`src/rtl/prog_loader.sv`:
```
// Boot-time program loader: receives a count/data/checksum byte stream, fills
// instruction memory with little-endian words, then releases the cpu from reset.
module prog_loader #(
  parameter int DATA_WIDTH = 32,
  parameter int IMEM_DEPTH = 256,
  parameter int ADDR_WIDTH = $clog2(IMEM_DEPTH)
) (
  input  logic                  clk,
  input  logic                  rst,
  input  logic [7:0]            rx_data,
  input  logic                  rx_valid,
  output logic                  rx_ready,
  input  logic                  reload,
  output logic                  imem_we,
  output logic [ADDR_WIDTH-1:0] imem_waddr,
  output logic [DATA_WIDTH-1:0] imem_wd,
  output logic                  cpu_rst,
  output logic                  done,
  output logic                  error,
  output logic [ADDR_WIDTH:0]   words_loaded
);

  typedef enum logic [2:0] {
    RX_COUNT = 3'd0,
    RX_DATA  = 3'd1,
    RX_CSUM  = 3'd2,
    RUN      = 3'd3,
    ERROR    = 3'd4
  } state_t;

  state_t      state_r;
  logic [1:0]  byte_cnt_r;
  logic [31:0] count_r;
  logic [23:0] word_r;
  logic [7:0]  csum_r;

  logic        take_s;
  logic [31:0] full_count_s;
  logic        last_word_s;

  // Checksum accumulates data bytes with 8-bit wrap.
  function automatic logic [7:0] csum_add(input logic [7:0] acc, input logic [7:0] b);
    return acc + b;
  endfunction

  assign take_s       = rx_valid & rx_ready;
  // The 4th count byte completes the word; earlier bytes sit in count_r[31:8].
  assign full_count_s = {rx_data, count_r[31:8]};
  assign last_word_s  = ((32'(words_loaded) + 32'd1) == count_r);

  // Loader state machine with registered outputs.
  always_ff @(posedge clk or posedge rst) begin
    if (rst) begin
      state_r      <= RX_COUNT;
      byte_cnt_r   <= 2'd0;
      count_r      <= 32'd0;
      word_r       <= 24'd0;
      csum_r       <= 8'd0;
      rx_ready     <= 1'b1;
      imem_we      <= 1'b0;
      imem_waddr   <= '0;
      imem_wd      <= '0;
      cpu_rst      <= 1'b1;
      done         <= 1'b0;
      error        <= 1'b0;
      words_loaded <= '0;
    end else begin
      imem_we <= 1'b0;
      case (state_r)
        RX_COUNT: begin
          if (take_s) begin
            count_r    <= full_count_s;
            byte_cnt_r <= byte_cnt_r + 2'd1;
            if (byte_cnt_r == 2'd3) begin
              if (full_count_s > 32'(IMEM_DEPTH)) begin
                state_r  <= ERROR;
                rx_ready <= 1'b0;
                error    <= 1'b1;
              end else if (full_count_s == 32'd0) begin
                state_r <= RX_CSUM;
              end else begin
                state_r <= RX_DATA;
              end
            end
          end
        end
        RX_DATA: begin
          if (take_s) begin
            csum_r     <= csum_add(csum_r, rx_data);
            word_r     <= {rx_data, word_r[23:8]};
            byte_cnt_r <= byte_cnt_r + 2'd1;
            if (byte_cnt_r == 2'd3) begin
              imem_we      <= 1'b1;
              imem_waddr   <= words_loaded[ADDR_WIDTH-1:0];
              imem_wd      <= {rx_data, word_r};
              words_loaded <= words_loaded + 1'b1;
              if (last_word_s) begin
                state_r <= RX_CSUM;
              end
            end
          end
        end
        RX_CSUM: begin
          if (take_s) begin
            rx_ready <= 1'b0;
            if (rx_data == csum_r) begin
              state_r <= RUN;
              cpu_rst <= 1'b0;
              done    <= 1'b1;
            end else begin
              state_r <= ERROR;
              error   <= 1'b1;
            end
          end
        end
        RUN, ERROR: begin
          if (reload) begin
            state_r      <= RX_COUNT;
            byte_cnt_r   <= 2'd0;
            count_r      <= 32'd0;
            word_r       <= 24'd0;
            csum_r       <= 8'd0;
            rx_ready     <= 1'b1;
            cpu_rst      <= 1'b1;
            done         <= 1'b0;
            error        <= 1'b0;
            words_loaded <= '0;
          end
        end
        default: begin
          state_r  <= ERROR;
          rx_ready <= 1'b0;
          cpu_rst  <= 1'b1;
          done     <= 1'b0;
          error    <= 1'b1;
        end
      endcase
    end
  end

endmodule

```
`config.mk`:
```
export PLATFORM = sky130hd
export DESIGN_NAME = prog_loader
export DESIGN_NICKNAME = d
export VERILOG_FILES = /design/src/rtl/prog_loader.sv
export SDC_FILE = /design/constraint.sdc
export NUM_CORES = 1
export LEC_CHECK = 0
export CAP_MARGIN = 10
export CORE_UTILIZATION = 23
export CTS_BUF_LIST = sky130_fd_sc_hd__clkbuf_2 sky130_fd_sc_hd__clkbuf_4 sky130_fd_sc_hd__clkbuf_8
export CTS_CLUSTER_DIAMETER = 50
export DETAILED_ROUTE_END_ITERATION = 8
export PLACE_DENSITY = 0.44
export SYNTH_ARGS = -nofsm -noshare
export SYNTH_HDL_FRONTEND = slang
export SYNTH_SLANG_ARGS = --single-unit
export TNS_END_PERCENT = 30
```
`constraint.sdc`:
```
create_clock -name clk -period 4.6 [get_ports clk]
set_clock_uncertainty 0.1 [all_clocks]
set_input_delay 0.92 -clock clk [delete_from_list [all_inputs] [get_ports clk]]
set_output_delay 0.92 -clock clk [all_outputs]
set_load 0.02 [all_outputs]
```
======== Yosys cells after proc, flatten, opt, wreduce, memory -nomap -nowiden ========
Cells that the tools add are included.
storage, ports and cells
  flip-flop bits (word level) ............. 123
  bits in latches ......................... 0
  RAM bits ................................ 0
  memory bits (read-only) ................. 0
  input port bits ......................... 12
  output and inout port bits .............. 54
  logic and storage cells ................. 104
  memories kept ........................... 0
cells by class
  $add $sub $neg .......................... 4
  multipliers ............................. 0
  div/mod/pow operators ................... 0
  $lt $le $gt $ge ......................... 1
  eq/ne operators ......................... 18
  shifts and indexed selects .............. 0
  muxes and demuxes ....................... 49
  bitwise logic cells ..................... 3
  reduce and logical (&&, ||, !) cells .... 16
operators with widths
  operator                count
  $mux W32                2
  $pmux W32 S2            1
  $mux W24                2
  $pmux W24 S2            1
  $eq A10 B32 Y1          1
  $gt A32 B9 Y1 const B   1
  $logic_not A32 Y1       1
  $mux W3                 9
  $mux W9                 3
  $ne A2 B2 Y1 const B    10
  $mux W1                 18
  $pmux W9 S2             1
  $mux W8                 2
  $pmux W8 S2             1
  $reduce_and A7 Y1       2
  $pmux W3 S4             1
  $reduce_and A3 Y1       4
  $add A9 B1 Y10 const B  1
  $add A9 B1 Y9 const B   1
  $add A8 B8 Y8           1
  $eq A8 B8 Y1            1
  $pmux W1 S4             2
  $reduce_and A4 Y1       2
  $eq A3 B2 Y1 const B    2
  other kinds (14)        21

======== Logic depth before layout (Yosys ltp) ========
Gate-level depths: netlist of the first run.
  word-level depth ........................ 6
  gate-level depth with buffers ........... 10
  gate-level depth less buffers ........... 10

======== Least setup slack after synthesis of the first run ========
OpenSTA, ideal clock, no wires.
  path type ............................... input port to flip-flop
  start point ............................. input reload
  end point ............................... register state_r[2]
  setup time .............................. 126 ps
  arrival ................................. 2567 ps
  required time ........................... 4374 ps
  setup slack ............................. 1807 ps
  stages .................................. 7
  buffers on the path ..................... 0
  cells stage by stage .................... or4bb_2 nand3_1 and4b_1 nand4_1 or4_4 or2b_2 a221o_1
between the ends
  longest elaborated chain between the ends .. 2
ends and longest elaborated chain
  what                                line  text
  start, declared                     13    input logic reload,
  $ne A2 B2 Y1 (no source line)       -
  $reduce_and A7 Y1 (no source line)  -
  end signal, assigned                54    state_r <= RX_COUNT;
  end signal, assigned                76    state_r <= ERROR;
  end signal, assigned                80    state_r <= RX_CSUM;
  end, declared                       31    state_t state_r;
No other way between the ends.
A chain may end at the register's enable or synchronous reset.

======== Worst setup path in the final report of the first run ========
  start point ............................. input rx_valid
  end point ............................... register imem_wd[11]
between the ends
  longest elaborated chain between the ends .. 2
ends and longest elaborated chain
  what                                line  text
  start, declared                     11    input logic rx_valid,
  $and A1 B1 Y1                       46    assign take_s = rx_valid & rx_ready;
  $reduce_and A3 Y1 (no source line)  -
  end signal, assigned                95    imem_wd <= {rx_data, word_r};
  end, declared                       16    output logic [DATA_WIDTH-1:0] imem_wd,
No other way between the ends.

==> flow_results.org, run 1 <==
** Layout
- The filler cells instantiated in the layout total between 2000 and 3000.
- At the end of the flow the core is filled with cells to 0.2932.
- With fillers left out, the area of the finished cells amounts to between 0.007 and 0.008 mm2.
- In the final layout, the multi-input gates occupy 0.002450 mm2.
- The area growth from synthesis to layout is 24.56%.
- The sequential cells in the finished layout cover a total of just over 0.003 mm2.
- Most frequent cells in the layout :: sky130_fd_sc_hd__dfrtp_1 (121), sky130_fd_sc_hd__nand2_1 (99), sky130_fd_sc_hd__o21ai_0 (68)
- Leaving out fill and tap cells, the most frequent cell in the layout is sky130_fd_sc_hd__dfrtp_1.
- In the final layout, the share of cells above drive strength 1 is 0.1592.
- Post-layout net count :: roughly 630
- 0 antenna diodes ended up in the layout.

** CTS
- Buffers inserted during clock tree synthesis total 17.
- Clock tree from TritonCTS :: done
- Clock Tree Root :: sky130_fd_sc_hd__clkbuf_8
- TritonCTS Sinks :: 123
- Buffer levels on the longest clock path :: 2
- In this run, post-CTS hold repair placed 0 buffers.
- After clock tree synthesis, the clock-pin slew on the worst setup and hold paths is roughly 0.07 ns.
- The clock tree synthesis step divided the H-tree into 4 levels.
- The number of setup buffers added after CTS is 0.
- For the worst-skew pair, the clock arrives at the later sink with an insertion delay of around 0.44 ns.
- PostCTS Resize Cnt :: 0

** Yosys
- Xor/xnor cell area share of the yosys netlist :: 0.02136
- After synthesis, the share of cell area in mux cells is 0.07801.
- Area fraction in compound gates after synthesis :: 0.1506
- The share of synthesized area in the top cell type comes to 0.5273.
- Syn Inst Count :: between 500 and 600
- Synthesized-area fraction occupied by adder cells :: 0.02310
- In this run the cell area of the synthesized design comes to around 0.0057 mm2.
- By area, the combinational part of the netlist is dominated by compound AO/OA/AOI/OAI gates.
- Synth Register Bits :: ~120
- Sequential cell area fraction in the yosys report :: 0.5365
- For this run, the number of Yosys warnings is 0.
- Averaged over all synthesized cells, the footprint is ~10 um2.
- Net count after synthesis :: 573
- Yosys attributes the largest share of cell area to sky130_fd_sc_hd__dfrtp_1 (53%), sky130_fd_sc_hd__mux2_2 (7.5%), sky130_fd_sc_hd__nand2_1 (6.5%).
- Leading register cell type out of synthesis :: sky130_fd_sc_hd__dfrtp_1
- Fraction of registers with async set/reset :: 1.000
- The biggest area contributor in the post-synthesis netlist is sky130_fd_sc_hd__dfrtp_1.
- Of the total synthesized cell area, the portion taken by AND, OR, NAND and NOR gates is 0.1499.
- In this run, synthesis inferred 0 flip-flops with an integrated enable.
- The number of different library cells used by synthesis comes to 57.

** Hold path
- Hold Startpoint :: imem_waddr[3]
- The path class of the tightest hold or removal check is flip-flop to flip-flop.
- Hold Path End :: imem_waddr[3]
- Number of stages on the worst hold path :: 2

** Worst setup path
- STA classifies the critical path endpoint as a flip-flop.
- On the critical path, the stage with the largest delay is an instance of sky130_fd_sc_hd__clkinv_1.
- In this run the worst path has a maximum fanout of 25.
- Critical Path AT :: around 3.6 ns
- RR Startpoint :: state_r[2]
- The worst register-to-register path ends at imem_wd[11].
- Register-to-Register Path Depth :: 5
- STA classifies the critical path startpoint as a primary input.
- In this design, the stage delay of the slowest critical-path cell is a little under 0.9 ns.
- Register-to-register setup slack :: 1.60 ns
- Largest delay share family, worst path :: buffers and inverters
- Setup CP Type :: primary input to flip-flop
- Number of buffers and inverters on the critical path :: 2
- The cell that appears most often on the critical path is sky130_fd_sc_hd__nand2_1.
- Traced cell by cell, the critical path runs through clkdlybuf4s50_1 -> nand2_1 -> or3_1 -> nor2_1 -> nand2_1 -> clkinv_1 -> mux2_2.
- Required time of the worst setup path :: 4.81 ns

** Timing
- Adding up every negative setup slack in the final design gives 0 ns.
- Total setup violations reported at the end of the flow :: 0
- In the finished design, the share of the clock period the worst path needs comes to 0.7343.
- Count of final max-slew check failures :: 0
- Based on the critical path, the design can be clocked at up to approximately 0.30 GHz.
- The final hold violation count is 0.
- RSZ-0062 raised after global routing :: false
- Counting I/O delays and the setup requirement, the final critical path takes between 3 and 4 ns.
- Slew at the pin with the worst max-slew slack :: 1.005 ns
- Headroom to the max-slew limit came out at 0.3257.

** Floorplanning
- The core region is roughly 0.024 mm2.
- The die covers around 0.026 mm2.
- The die is approximately 160 um wide.
- The floorplan step set the die height to approximately 160 um.
- Pin placement for this block handled 66 I/O pins.
- The floorplan has 57 rows.
- The initial utilization of the core area, before any placement, comes to 0.2354.

** Detailed routing
- # DRC :: 0
- Count of TritonRoute iterations in the first routing pass :: 4
- Routed length per placed instance :: 15.37 um
- For this block, the routed nets add up to 14540 um of wire.
- In the routed layout, each cell is associated on average with a via count of ~4.5.
- Routed vias :: 4257
- Routed Antenna Nets :: 0
- Initial DRC count :: 269

** GRT
- Global-route wire length before repair :: 24130 um
- Global-route track usage on met3 :: 0.02779
- The initial antenna violation count was 0.
- Vias in the first global route :: ~4300
- The global routing stage identified its most utilized layer as met2.
- Remaining global-route overflow :: 0
- Global routing usage on met2 :: 0.1891
- Pin count of the biggest net entering global routing :: 52
- Met1 global-route usage :: 0.1585
- Across every metal layer, demand over resource in global routing totals 0.1204.

** Power and ir drop
- Internal power comes to 2.395 mW.
- The worst-case IR drop observed on VDD is 0.0001684 V.
- The share of total power dissipated in combinational logic is 0.291.
- The design draws approximately 3.7 mW.
- Of the total power, the share spent switching nets is 0.3543.
- Of the total power, registers draw 0.420.
- Summed over all nets, the switching power comes to between 1 and 1.5 mW.
- LEAKAGE :: 3.150 nW
- For this design the ratio of total power to cell area is 518.6 mW/mm2.
- Clock group share of total power :: 0.289

** Place
- Routability-driven placement finished with a final weighted congestion of ~0.78.
- The count of buffers added on input and output ports is 65.
- The placed instances occupy a cell area of around 0.0067 mm2.
- Sum of net half-perimeters after detailed placement :: approximately 10000 um

** Run status
- Status :: complete, no violations

** Flow run
- Across the run, the number of max-cap violations was 0.
## flip-flops by register name, indices dropped and copies added, names as in the netlist
signal,flops
count_r,32
imem_wd,32
word_r,24
words_loaded,9
csum_r,8
imem_waddr,8
state_r,3
byte_cnt_r,2
cpu_rst,1
done,1
error,1
imem_we,1
rx_ready,1
## cell families after synthesis
group | count (synthesis)
fa+ha+maj | 10
compound gates | 136
buf+inv | 46
xor+xnor | 14
flops | 123
mux | 40
simple gates | 182
## per-stage QoR
step	hold slack (ns)	cells	setup slack, ns
final	0.3785	946	1.222
after global routing	0.4190	946	0.9534
after CTS	0.3879	946	1.197
after detailed placement	0.3721	914	0.7020
after global placement	0.3701	914	0.8228
after floorplan	0.3538	551	0.3124
## cells in the mapped netlist (6+ instances only)
master	count
sky130_fd_sc_hd__nor4_1	6
sky130_fd_sc_hd__nor3_1	8
sky130_fd_sc_hd__nor2_1	23
sky130_fd_sc_hd__ha_1	9
sky130_fd_sc_hd__nand2_1	99
sky130_fd_sc_hd__nand3_1	12
sky130_fd_sc_hd__xnor2_1	8
sky130_fd_sc_hd__dfrtp_1	121
sky130_fd_sc_hd__a21oi_1	13
sky130_fd_sc_hd__a22o_1	21
sky130_fd_sc_hd__clkbuf_1	22
sky130_fd_sc_hd__xor2_1	6
sky130_fd_sc_hd__mux2_2	38
sky130_fd_sc_hd__inv_1	12
sky130_fd_sc_hd__o21ai_0	68
## routing by layer
metal,part of all wire,up-vias,wire length [um]
met4,0.014,0,198
met1,0.48,2080,6925
met2,0.47,98,6866
met3,0.038,17,547
li1,-,2062,-
met5,0,-,0
## layout make-up
type                            instances  share of cell area
Timing Repair Buffer                   72              0.1001
Clock buffer                           21             0.03954
Sequential cell                       123              0.4307
Multi-Input combinational cell        382              0.3425
Clock inverter                         11             0.02327
Inverter                               13            0.007173
Tap cell                              324             0.05668
## how the worst max path moves through the flow
stage / start / end / depth (start not counted)
floorplan: rst / byte_cnt_r[0] / 1
global placement: rx_valid / imem_wd[4] / 7
detailed placement: rx_valid / imem_wd[4] / 7
CTS: rx_valid / imem_wd[4] / 7
global route: rx_valid / imem_wd[11] / 7
finish: rx_valid / imem_wd[11] / 7
## worst reg2reg max path, stage by stage (launching register included)
cell                       delay (ns)
sky130_fd_sc_hd__dfrtp_1         0.73
sky130_fd_sc_hd__or3_1           0.25
sky130_fd_sc_hd__nor2_1          0.07
sky130_fd_sc_hd__nand2_1         0.27
sky130_fd_sc_hd__clkinv_1        0.87
sky130_fd_sc_hd__mux2_2          0.60
## power groups by stage
stage               Sequential [mW]  Clock (mW)  Combinational, mW
floorplan                      1.50           0              0.834
global placement               1.57           0               1.08
detailed placement             1.58           0               1.09
CTS                            1.56        1.11               1.10
global route                   1.60        1.15               1.24
finish                         1.56        1.07               1.08
(Power assumes the default switching activity.)
==> run 2, diff against run 1 <==
--- a/config.mk
+++ b/config.mk
@@ -10,7 +10,7 @@
 export CTS_BUF_LIST = sky130_fd_sc_hd__clkbuf_2 sky130_fd_sc_hd__clkbuf_4 sky130_fd_sc_hd__clkbuf_8
 export CTS_CLUSTER_DIAMETER = 50
 export DETAILED_ROUTE_END_ITERATION = 8
-export PLACE_DENSITY = 0.44
+export PLACE_DENSITY = 0.45
 export SYNTH_ARGS = -nofsm -noshare
 export SYNTH_HDL_FRONTEND = slang
 export SYNTH_SLANG_ARGS = --single-unit
==> constraint.sdc (replaced) <==
create_clock -name clk -period 2.9 [get_ports clk]
set_clock_uncertainty 0.1 [all_clocks]
set_input_delay 0.58 -clock clk [delete_from_list [all_inputs] [get_ports clk]]
set_output_delay 0.58 -clock clk [all_outputs]
set_load 0.02 [all_outputs]
==> run 2 against run 1 <==
  * Core utilization up 0.75 points
  * Setup slack worse by 1.0 ns
  * Flip-flop and latch count unchanged
  * Register-to-register slack worse by 1.4 ns
  * Wire length up 1.5%
  * Final cell count up 2.5%
  * Combinational power up 73%
  * Sequential share of layout area down 1.1 points
  * Critical path type is now flip-flop to flip-flop
  * Largest power group unchanged
==> flow_results.org, run 2 (same netlist as run 1, synthesis figures left out) <==
** CTS
- Hold-fix buffers, CTS :: 0 (unchanged)
- The number of gates resized after cts is 0 (unchanged).
- The clock-pin transition on the worst setup and hold timing paths was 0.08 ns (about the same).
- TritonCTS Sinks :: 123 (unchanged)
- The post-CTS setup buffer count was 0 (unchanged).
- Clock latency of the later-clocked register in the worst-skew pair :: 0.45 ns (about the same)
- CTS placed an instance of sky130_fd_sc_hd__clkbuf_8 at the clock tree root.
- TritonCTS built the clock tree.
- H-tree depth reported by CTS :: 4 (unchanged)
- The total clock buffers created by CTS is 17 (unchanged).
- The deepest clock path buffer count was 2 (unchanged).

** Worst setup path
- The slowest stage of the critical path belongs to the cell sky130_fd_sc_hd__or4_4.
- STA classifies the critical path endpoint as a flip-flop.
- Maximum fanout count along the critical path :: 7 (-72%)
- The biggest cell delay along the critical path came to 0.54 ns (-0.33 ns).
- The number of cells on the critical path came to 7 (unchanged).
- Chain of cells forming the critical path :: ha_1 -> and3_1 -> and3_2 -> xnor2_1 -> nand4_1 -> or4_4 -> a221o_1
- STA classifies the critical path startpoint as a flip-flop.
- Critical Path AT :: 2.93 ns (-0.66 ns)
- The combined buffer and inverter count along the critical path was 0 (-2).
- Setup CP Type :: flip-flop to flip-flop
- Required time of the worst setup path :: 3.13 ns (-1.68 ns)
- Largest delay share family, worst path :: simple AND/OR/NAND/NOR gates
- The depth of the most critical reg-to-reg path came to 7 (+2).

** Floorplanning
- The area of the die is 0.02560 mm2 (unchanged).
- The starting density of the core was 0.2354 (unchanged).
- The count of standard-cell rows is 57 (unchanged).
- Die Y :: 160 um (unchanged)
- Number of top-level design ports :: 66 (unchanged)
- Die W :: 160 um (unchanged)
- The floorplan core area came to 0.02439 mm2 (unchanged).

** Timing
- Total setup violations reported at the end of the flow :: 0 (unchanged)
- Max_slew headroom :: 0.5963 (+0.2706)
- Minimum clock period after layout :: approximately 2.7 ns
- The setup slack of the critical path after layout came to 0.2015 ns (-1.020 ns).
- Count of final max-slew check failures :: 0 (unchanged)
- Highest clock frequency the design can meet :: ~0.37 GHz
- The final hold violation count was 0 (unchanged).
- Dividing the final minimum period by the clock period gives 0.9305.
- Worst hold margin :: 0.3883 ns (+0.009852 ns)
- The worst-margin pin slew is 0.6052 ns (-0.4000 ns).
- Setup repair after global routing left no endpoint under its margin.

** Layout
- Register Area :: 0.003080 mm2 (unchanged)
- Diode count :: 0 (unchanged)
- The count of filler cells inserted in the layout came to 2552 (-0.93%).
- Post-layout net count :: 655 (+3.8%)
- The share of final-layout standard cells stronger than drive strength 1 is 0.1904 (+0.03124).
- The area growth from synthesis to layout is 27.76%.
- In the final layout, the registers with the most flip-flops are count_r x32, imem_wd x32, word_r x24.
- The post-route standard cell area excluding fillers was 0.007336 mm2 (+2.6%).
- Area of the multi-input gates :: 0.002450 mm2 (unchanged)
- Most frequent cells in the layout :: sky130_fd_sc_hd__dfrtp_1 (121), sky130_fd_sc_hd__nand2_1 (99), sky130_fd_sc_hd__o21ai_0 (68)
- Leaving out fill and tap cells, the most frequent cell in the layout is sky130_fd_sc_hd__dfrtp_1.

** Detailed routing
- The final routed wirelength across all metal layers is 14760 um (+1.5%).
- The number of antenna-violating nets in the routed design came to 0 (unchanged).
- The via density per instance was 4.491 (-0.21%).
- # DRC :: 0 (unchanged)
- The detailed router's first-iteration violation count was 244 (-9.3%).
- Count of TritonRoute iterations in the first routing pass :: 4 (unchanged)
- Routed length per placed instance :: 15.22 um (-0.96%)
- Routed vias :: 4356 (+2.3%)

** Hold path
- The depth of the worst hold-timing path was 2 (unchanged).
- The tightest min-delay check is of the flip-flop to flip-flop type.

** Place
- Pre-CTS setup slack :: -0.1257 ns (-0.8277 ns)
- The sum of net half-perimeters after detailed placement is 10400 um (+3.5%).
- Instance area at placement :: 0.006909 mm2 (+3.1%)
- RD Place Congestion :: 0.8268 (+5.4%)
- The number of I/O port buffers is 65 (unchanged).

** GRT
- Vias in the first global route :: 4451 (+2.6%)
- Global-route wire length before repair :: 24210 um (+0.31%)
- The initial antenna violation count is 0 (unchanged).
- Pin count of the biggest net entering global routing :: 65 (+25%)
- The overall overflow remaining after global route came to 0 (unchanged).
- The overall fraction of global-route tracks in use came to 0.1213 (+0.0009557).

** Power and ir drop
- The static leakage came to 3.270 nW (+3.8%).
- Total power draw :: 5.925 mW (+60%)
- The power density of the placed cells came to 807.6 mW/mm2 (+56%).
- Worst vdd rail ir drop :: 0.0002300 V (+37%)

** Run status
- The run finished with clean final reports.

** Flow run
- Max Cap Violations :: 0 (unchanged)
## run 2: per-layer routing
| layer | vias to the layer above | wire length [um] | GRT usage |
|---|---|---|---|
| met5 | - | 0 | 0 |
| met4 | 0 | 200 | 0.03983 |
| met3 | 18 | 613 | 0.03013 |
| met2 | 84 | 7081 | 0.1957 |
| met1 | 2139 | 6868 | 0.1585 |
| li1 | 2115 | - | - |
## run 2: area by class of cell
type | instances | area share
clock inverters | 13 | 0.02251
repair buffers | 96 | 0.1255
flip-flops and latches | 123 | 0.4199
multi-input cells | 382 | 0.3340
inverters | 13 | 0.007164
clock buffers | 19 | 0.03565
well taps | 324 | 0.05526
## run 2: power breakdown
part / leakage (nW) / switching, mW / internal [mW] / total [mW]
Sequential: 1.67 / 0.315 / 2.09 / 2.41
Clock: 0.217 / 0.738 / 0.903 / 1.64
Combinational: 1.38 / 1.11 / 0.765 / 1.87
## run 2: through the flow
stage	setup TNS, ns	instances	util
6_report	0	970	0.3008
5_1_grt	0	970	0.3008
4_1_cts	0	970	0.3008
3_5_place_dp	-0.3062	938	0.2833
3_3_place_gp	-0.1332	938	0.2833
2_1_floorplan	0	551	-
## run 2: worst reg2reg max path: cells and delay by family, from the launching register on
kind	cells	cell delay [ns]
simple gates	4	1.24
xor+xnor	1	0.23
fa+ha+maj	1	0.27
flops	1	0.39
compound gates	1	0.36
## run 2: path summary, 6_finish.rpt
check                      slack, ns     endpoint       startpoint
min                             0.39  imem_wd[25]      imem_wd[25]
max                             0.20   state_r[2]  words_loaded[0]
min in group asynchronous       0.40    csum_r[0]              rst
max reg2reg                     0.20   state_r[2]  words_loaded[0]
min reg2reg                     0.39  imem_wd[25]      imem_wd[25]
max in group asynchronous       1.62    word_r[7]              rst
==> run 3, diff against run 2 <==
==> constraint.sdc (replaced) <==
create_clock -name clk -period 2.9 [get_ports clk]
set_clock_uncertainty 0.1 [all_clocks]
set_input_delay 0.58 -clock clk [delete_from_list [all_inputs] [get_ports clk]]
set_output_delay 0.58 -clock clk [all_outputs]
set_load 0.01 [all_outputs]
==> results of run 3 <==
The final DEF is identical to that of run 2. Status: complete, no violations.
Among the figures that moved: total power 5.925 mW -> 5.897 mW; worst IR drop on VDD 0.0002300 V -> 0.0002297 V
